## src/rtl/pipe_ctrl.sv

```systemverilog
// Pipeline hazard/flush controller: PC redirect plus per-stage stall/flush vectors,
// with a post-redirect flush window. Optional perf counters under PIPE_CTRL_PERF_EN.
module pipe_ctrl #(
  parameter int ADDR_W    = 32,
  parameter int NSTAGE    = 4,
  parameter int EX_STAGE  = 2,
  parameter int FLUSH_CYC = 1
) (
  input  logic              clk,
  input  logic              rst_n,
  input  logic              jump_en_i,
  input  logic [ADDR_W-1:0] jump_addr_i,
  input  logic              ex_busy_i,
  input  logic              ld_use_i,
  output logic              jump_en_o,
  output logic [ADDR_W-1:0] jump_addr_o,
  output logic [NSTAGE-1:0] stall_o,
  output logic [NSTAGE-1:0] flush_o,
  output logic              busy_o
`ifdef PIPE_CTRL_PERF_EN
  ,
  output logic [31:0]       perf_stall_cnt_o,
  output logic [31:0]       perf_flush_cnt_o
`endif
);

  typedef enum logic [1:0] {
    ST_RUN   = 2'd0,
    ST_FLUSH = 2'd1,
    ST_BUSY  = 2'd2
  } state_e;

  localparam logic [NSTAGE-1:0] ONES       = {NSTAGE{1'b1}};
  localparam logic [NSTAGE-1:0] BIT0       = {{(NSTAGE-1){1'b0}}, 1'b1};
  localparam logic [NSTAGE-1:0] EX_BIT     = BIT0 << EX_STAGE;
  localparam logic [NSTAGE-1:0] BUSY_STALL = ONES >> (NSTAGE - 1 - EX_STAGE);
  localparam logic [NSTAGE-1:0] BUSY_FLUSH = EX_BIT << 1;
  localparam logic [NSTAGE-1:0] LU_STALL   = ONES >> (NSTAGE - EX_STAGE);
  localparam logic [NSTAGE-1:0] JMP_FLUSH  = BUSY_STALL & ~BIT0;
  localparam logic [3:0]        CNT_INIT   = 4'(FLUSH_CYC - 1);

  state_e     state_q, state_d;
  logic [3:0] cnt_q, cnt_d;
  // Remembers whether BUSY interrupted a flush window that must resume.
  logic       ret_flush_q, ret_flush_d;
  logic       in_flush_s;

  assign in_flush_s = (state_q == ST_FLUSH) || ((state_q == ST_BUSY) && ret_flush_q);

  // Next-state and output decode; priority busy > jump > load-use.
  always_comb begin
    state_d     = ST_RUN;
    cnt_d       = cnt_q;
    ret_flush_d = ret_flush_q;
    jump_en_o   = 1'b0;
    jump_addr_o = '0;
    stall_o     = '0;
    flush_o     = '0;
    busy_o      = (state_q != ST_RUN);
    if (ex_busy_i) begin
      stall_o     = BUSY_STALL;
      flush_o     = BUSY_FLUSH;
      ret_flush_d = in_flush_s;
      state_d     = ST_BUSY;
    end else if (jump_en_i) begin
      jump_en_o   = 1'b1;
      jump_addr_o = jump_addr_i;
      flush_o     = JMP_FLUSH;
      cnt_d       = CNT_INIT;
      ret_flush_d = 1'b0;
      state_d     = (FLUSH_CYC > 1) ? ST_FLUSH : ST_RUN;
    end else if (in_flush_s) begin
      flush_o     = JMP_FLUSH;
      ret_flush_d = 1'b0;
      if (cnt_q <= 4'd1) begin
        cnt_d   = 4'd0;
        state_d = ST_RUN;
      end else begin
        cnt_d   = cnt_q - 4'd1;
        state_d = ST_FLUSH;
      end
    end else if (ld_use_i) begin
      stall_o     = LU_STALL;
      flush_o     = EX_BIT;
      ret_flush_d = 1'b0;
      state_d     = ST_RUN;
    end else begin
      ret_flush_d = 1'b0;
      state_d     = ST_RUN;
    end
  end

  // FSM state, flush counter and resume flag.
  always_ff @(posedge clk or negedge rst_n) begin
    if (!rst_n) begin
      state_q     <= ST_RUN;
      cnt_q       <= 4'd0;
      ret_flush_q <= 1'b0;
    end else begin
      state_q     <= state_d;
      cnt_q       <= cnt_d;
      ret_flush_q <= ret_flush_d;
    end
  end

`ifdef PIPE_CTRL_PERF_EN
  logic [31:0] perf_stall_q, perf_stall_d;
  logic [31:0] perf_flush_q, perf_flush_d;

  // Event counters wrap naturally at 2^32.
  always_comb begin
    perf_stall_d = perf_stall_q;
    perf_flush_d = perf_flush_q;
    if (|stall_o) begin
      perf_stall_d = perf_stall_q + 32'd1;
    end else begin
      perf_stall_d = perf_stall_q;
    end
    if (|flush_o) begin
      perf_flush_d = perf_flush_q + 32'd1;
    end else begin
      perf_flush_d = perf_flush_q;
    end
  end

  // Performance counter registers.
  always_ff @(posedge clk or negedge rst_n) begin
    if (!rst_n) begin
      perf_stall_q <= 32'd0;
      perf_flush_q <= 32'd0;
    end else begin
      perf_stall_q <= perf_stall_d;
      perf_flush_q <= perf_flush_d;
    end
  end

  assign perf_stall_cnt_o = perf_stall_q;
  assign perf_flush_cnt_o = perf_flush_q;
`endif

endmodule
```

## config.mk

```make
export PLATFORM = sky130hd
export DESIGN_NAME = pipe_ctrl
export DESIGN_NICKNAME = d
export VERILOG_FILES = /design/src/rtl/pipe_ctrl.sv
export SDC_FILE = /design/constraint.sdc
export NUM_CORES = 1
export LEC_CHECK = 0
export BUFFER_PORTS_ARGS = -buffer_cell sky130_fd_sc_hd__buf_2
export CAP_MARGIN = 0
export CELL_PAD_IN_SITES_DETAIL_PLACEMENT = 0
export CELL_PAD_IN_SITES_GLOBAL_PLACEMENT = 1
export CORE_ASPECT_RATIO = 0.5
export CORE_MARGIN = 2
export CORE_UTILIZATION = 19
export CTS_CLUSTER_DIAMETER = 40
export DETAILED_ROUTE_END_ITERATION = 10
export HOLD_SLACK_MARGIN = 0.06
export PLACE_DENSITY = 0.81
export SYNTH_ARGS = -nofsm -noshare
export SYNTH_HDL_FRONTEND = slang
export SYNTH_SLANG_ARGS = --single-unit
```

## constraint.sdc

```tcl
create_clock -name clk -period 2.2 [get_ports clk]
set_clock_uncertainty 0.1 [all_clocks]
set_input_delay 0.22 -clock clk [delete_from_list [all_inputs] [get_ports clk]]
set_output_delay 0.22 -clock clk [all_outputs]
set_load 0.01 [all_outputs]
```

==> metrics <==
status=finished clean; Synth Register Bits=7; RSZ-0062 raised after global routing=false; Syn. warnings=0; Tot GR Track Use=10.19%; Req. time, crit path=1880 ps; CTS tree=done; DIE WIDTH=85.72 um; CTS Buf Count=3; Max VDD drop=0.1401 mV; power per cell area=398.7 nW/um^2; # IOs=79; Setup violations, final=0; Synth async-reset ratio=100.0%; GPL Wtd Cong=0.8587; Critical Path AT=1520 ps; H-tree Lvls=1; area added between synthesis and finish=68.84%; ANT cells=0; via count=817; R2R depth=6; share of cells above drive strength 1=53.21%; non-filler instance count after layout=196; Total Wirelength=1.991 mm; synth top area cells=and3_1, dfrtp_1, buf_4; cts repair resizes=0; crit path cell chain=and3b_1 -> o31ai_1 -> inv_1 -> a21o_1 -> buf_2; WP buf/inv=2; leakage power=0.0007666 uW; vias in the first global route=731; Mapped Cells=84; die area=3845 um^2; Overall Power=427.0 uW; Rows=14; Placeable Area=3083 um^2; worst skew pair latency=220 ps; worst hold stages=1; Crit-path slowest cell=dfrtp_1; CTS Buffer Depth=2; synthesized cell area=634.4 um^2; first drt pass iteration count=4; min cycle time layout=1845 ps; endpoint type of the worst setup path=output pin; Placed Instances=191; Die Y=44.86 um; clock root cell=clkbuf_8; Setup TNS=0 ps; wire length per cell=10.16 um; global route overflow=0; element type at the critical path start=flip-flop; max-cap check violation count=0; initial drt markers=35; Fmax=542.0 MHz; EDFF count, synth=0; Worst path max stage delay=370 ps; Hold Startpoint=ex_busy_i; HPWL Detailed=1.618 mm; initial antenna violation count=0; port bufs=76; cell family with most CP delay=compound AO/OA/AOI/OAI gates; DR vias/cell=4.168; Initial Util=20.58%; largest net degree at the start of global routing=36; number of remaining DRC errors=0; most frequent cells in the layout=buf_2, and3_1, inv_1, dfrtp_1, nor2_1; synth unique cells=20; Clk pin slew, worst setup/hold paths=40 ps; Final ANT Viol Nets=0; R2R Setup Slk=470 ps; final hold viol count=0; worst r2r dst=cnt_q[2]$_DFFE_PN0P_; Final nets=196; Hold WS=100.0 ps; Critical R2R Launch=cnt_q[0]$_DFFE_PN0P_; min-delay worst type=in2reg; Post-synth top flop=dfrtp_1; final critical-path share of the clock period=83.86%; CTS Sinks=7; final core utilization=34.74%; commonest non-fill, non-tap cell in the layout=buf_2; first-pass GRT wire length=3.070 mm; cell taking the most area after synthesis=and3_1; Fill cells=336; critical-path maximum fanout=3; sequential area share after synthesis=27.61%; Critical Setup Path Class=reg2out; syn avg cell area=7.552 um^2; Hold Crit Endpoint=state_q[1]$_DFF_PN0_; max-slew violations=0; top cell type's share of synthesized area=31.56%
-- worst max-delay path by stage --
stage | to | slack (ps) | start | depth (start not counted)
CTS | flush_o[2] | 340 | state_q[1]$_DFF_PN0_ | 5
global placement | cnt_q[2]$_DFFE_PN0P_ | 470 | cnt_q[0]$_DFFE_PN0P_ | 6
floorplan | stall_o[1] | 480 | state_q[1]$_DFF_PN0_ | 5
finish | flush_o[2] | 360 | state_q[1]$_DFF_PN0_ | 5
detailed placement | cnt_q[2]$_DFFE_PN0P_ | 470 | cnt_q[0]$_DFFE_PN0P_ | 6
global route | stall_o[1] | 230 | state_q[1]$_DFF_PN0_ | 5
-- report_power, final --
| part | total [uW] | switching [uW] | leakage (uW) | internal (uW) |
|---|---|---|---|---|
| Sequential | 131 | 0.515 | 0.0000955 | 130 |
| Clock | 176 | 50.9 | 0.0000228 | 125 |
| Combinational | 120 | 60.8 | 0.000648 | 59.5 |
| Total | 427 | 112 | 0.000767 | 315 |
-- worst register-to-register path: stages (launching register included) --
cell     delay [ps]
dfrtp_1         400
inv_1            60
ha_1            200
nor2_1          120
nor3_1           50
or4_4           460
o32ai_2         230
-- cell type report --
cell class / instances / area, um^2 / share of cell area, %
Clock buffer: 4 / 45.04 / 4.206
Inverter: 7 / 26.28 / 2.453
Multi-Input combinational cell: 60 / 376.6 / 35.16
Sequential cell: 7 / 175.2 / 16.36
Timing Repair Buffer: 78 / 397.9 / 37.15
Tap cell: 40 / 50.05 / 4.673
-- per-layer routing --
layer | wire length [um] | track usage [%] | up-vias
met5 | 0 | 0 | -
met4 | 14 | 5.714 | 0
met3 | 137 | 2.377 | 2
met2 | 1020 | 19.06 | 25
met1 | 818 | 11.07 | 363
li1 | - | - | 427
-- per-stage QoR --
stage	setup WS [ps]	instance area [um^2]
after floorplan	479.0	638.1
after global routing	227.1	1071
after CTS	335.3	1071
after detailed placement	474.4	1016
final	355.0	1071
after global placement	467.8	1016
-- synthesized netlist by cell type (2+ instances only) --
master and number:
nor3_1 3, clkbuf_1 6, ha_1 2, dfrtp_1 7, inv_1 7, buf_4 5
nand2_1 4, nor2_1 5, and3_1 32, o21ai_0 3
-- logic make-up after synthesis --
kind of cell               Yosys count  synth area share, %
and+or+nand+nor                     48                44.38
buffers and inverters               18                13.61
AOI/OAI and AO/OA                    7                8.483
DFF                                  7                27.61
adders and majority gates            2                3.944
xor gates and xnor gates             1                1.381
other                                1               0.5911
-- sequential cells by signal (all words and copies together), names as in the netlist --
signal / count
cnt_q: 4
ret_flush_q: 1
state_q: 2
-- what timing repair did --
action	4_1_cts	5_1_grt
endpoints found under the hold margin	7	0
hold buffers	1	0
buffers inserted	0	0
(Power assumes the default switching activity.)
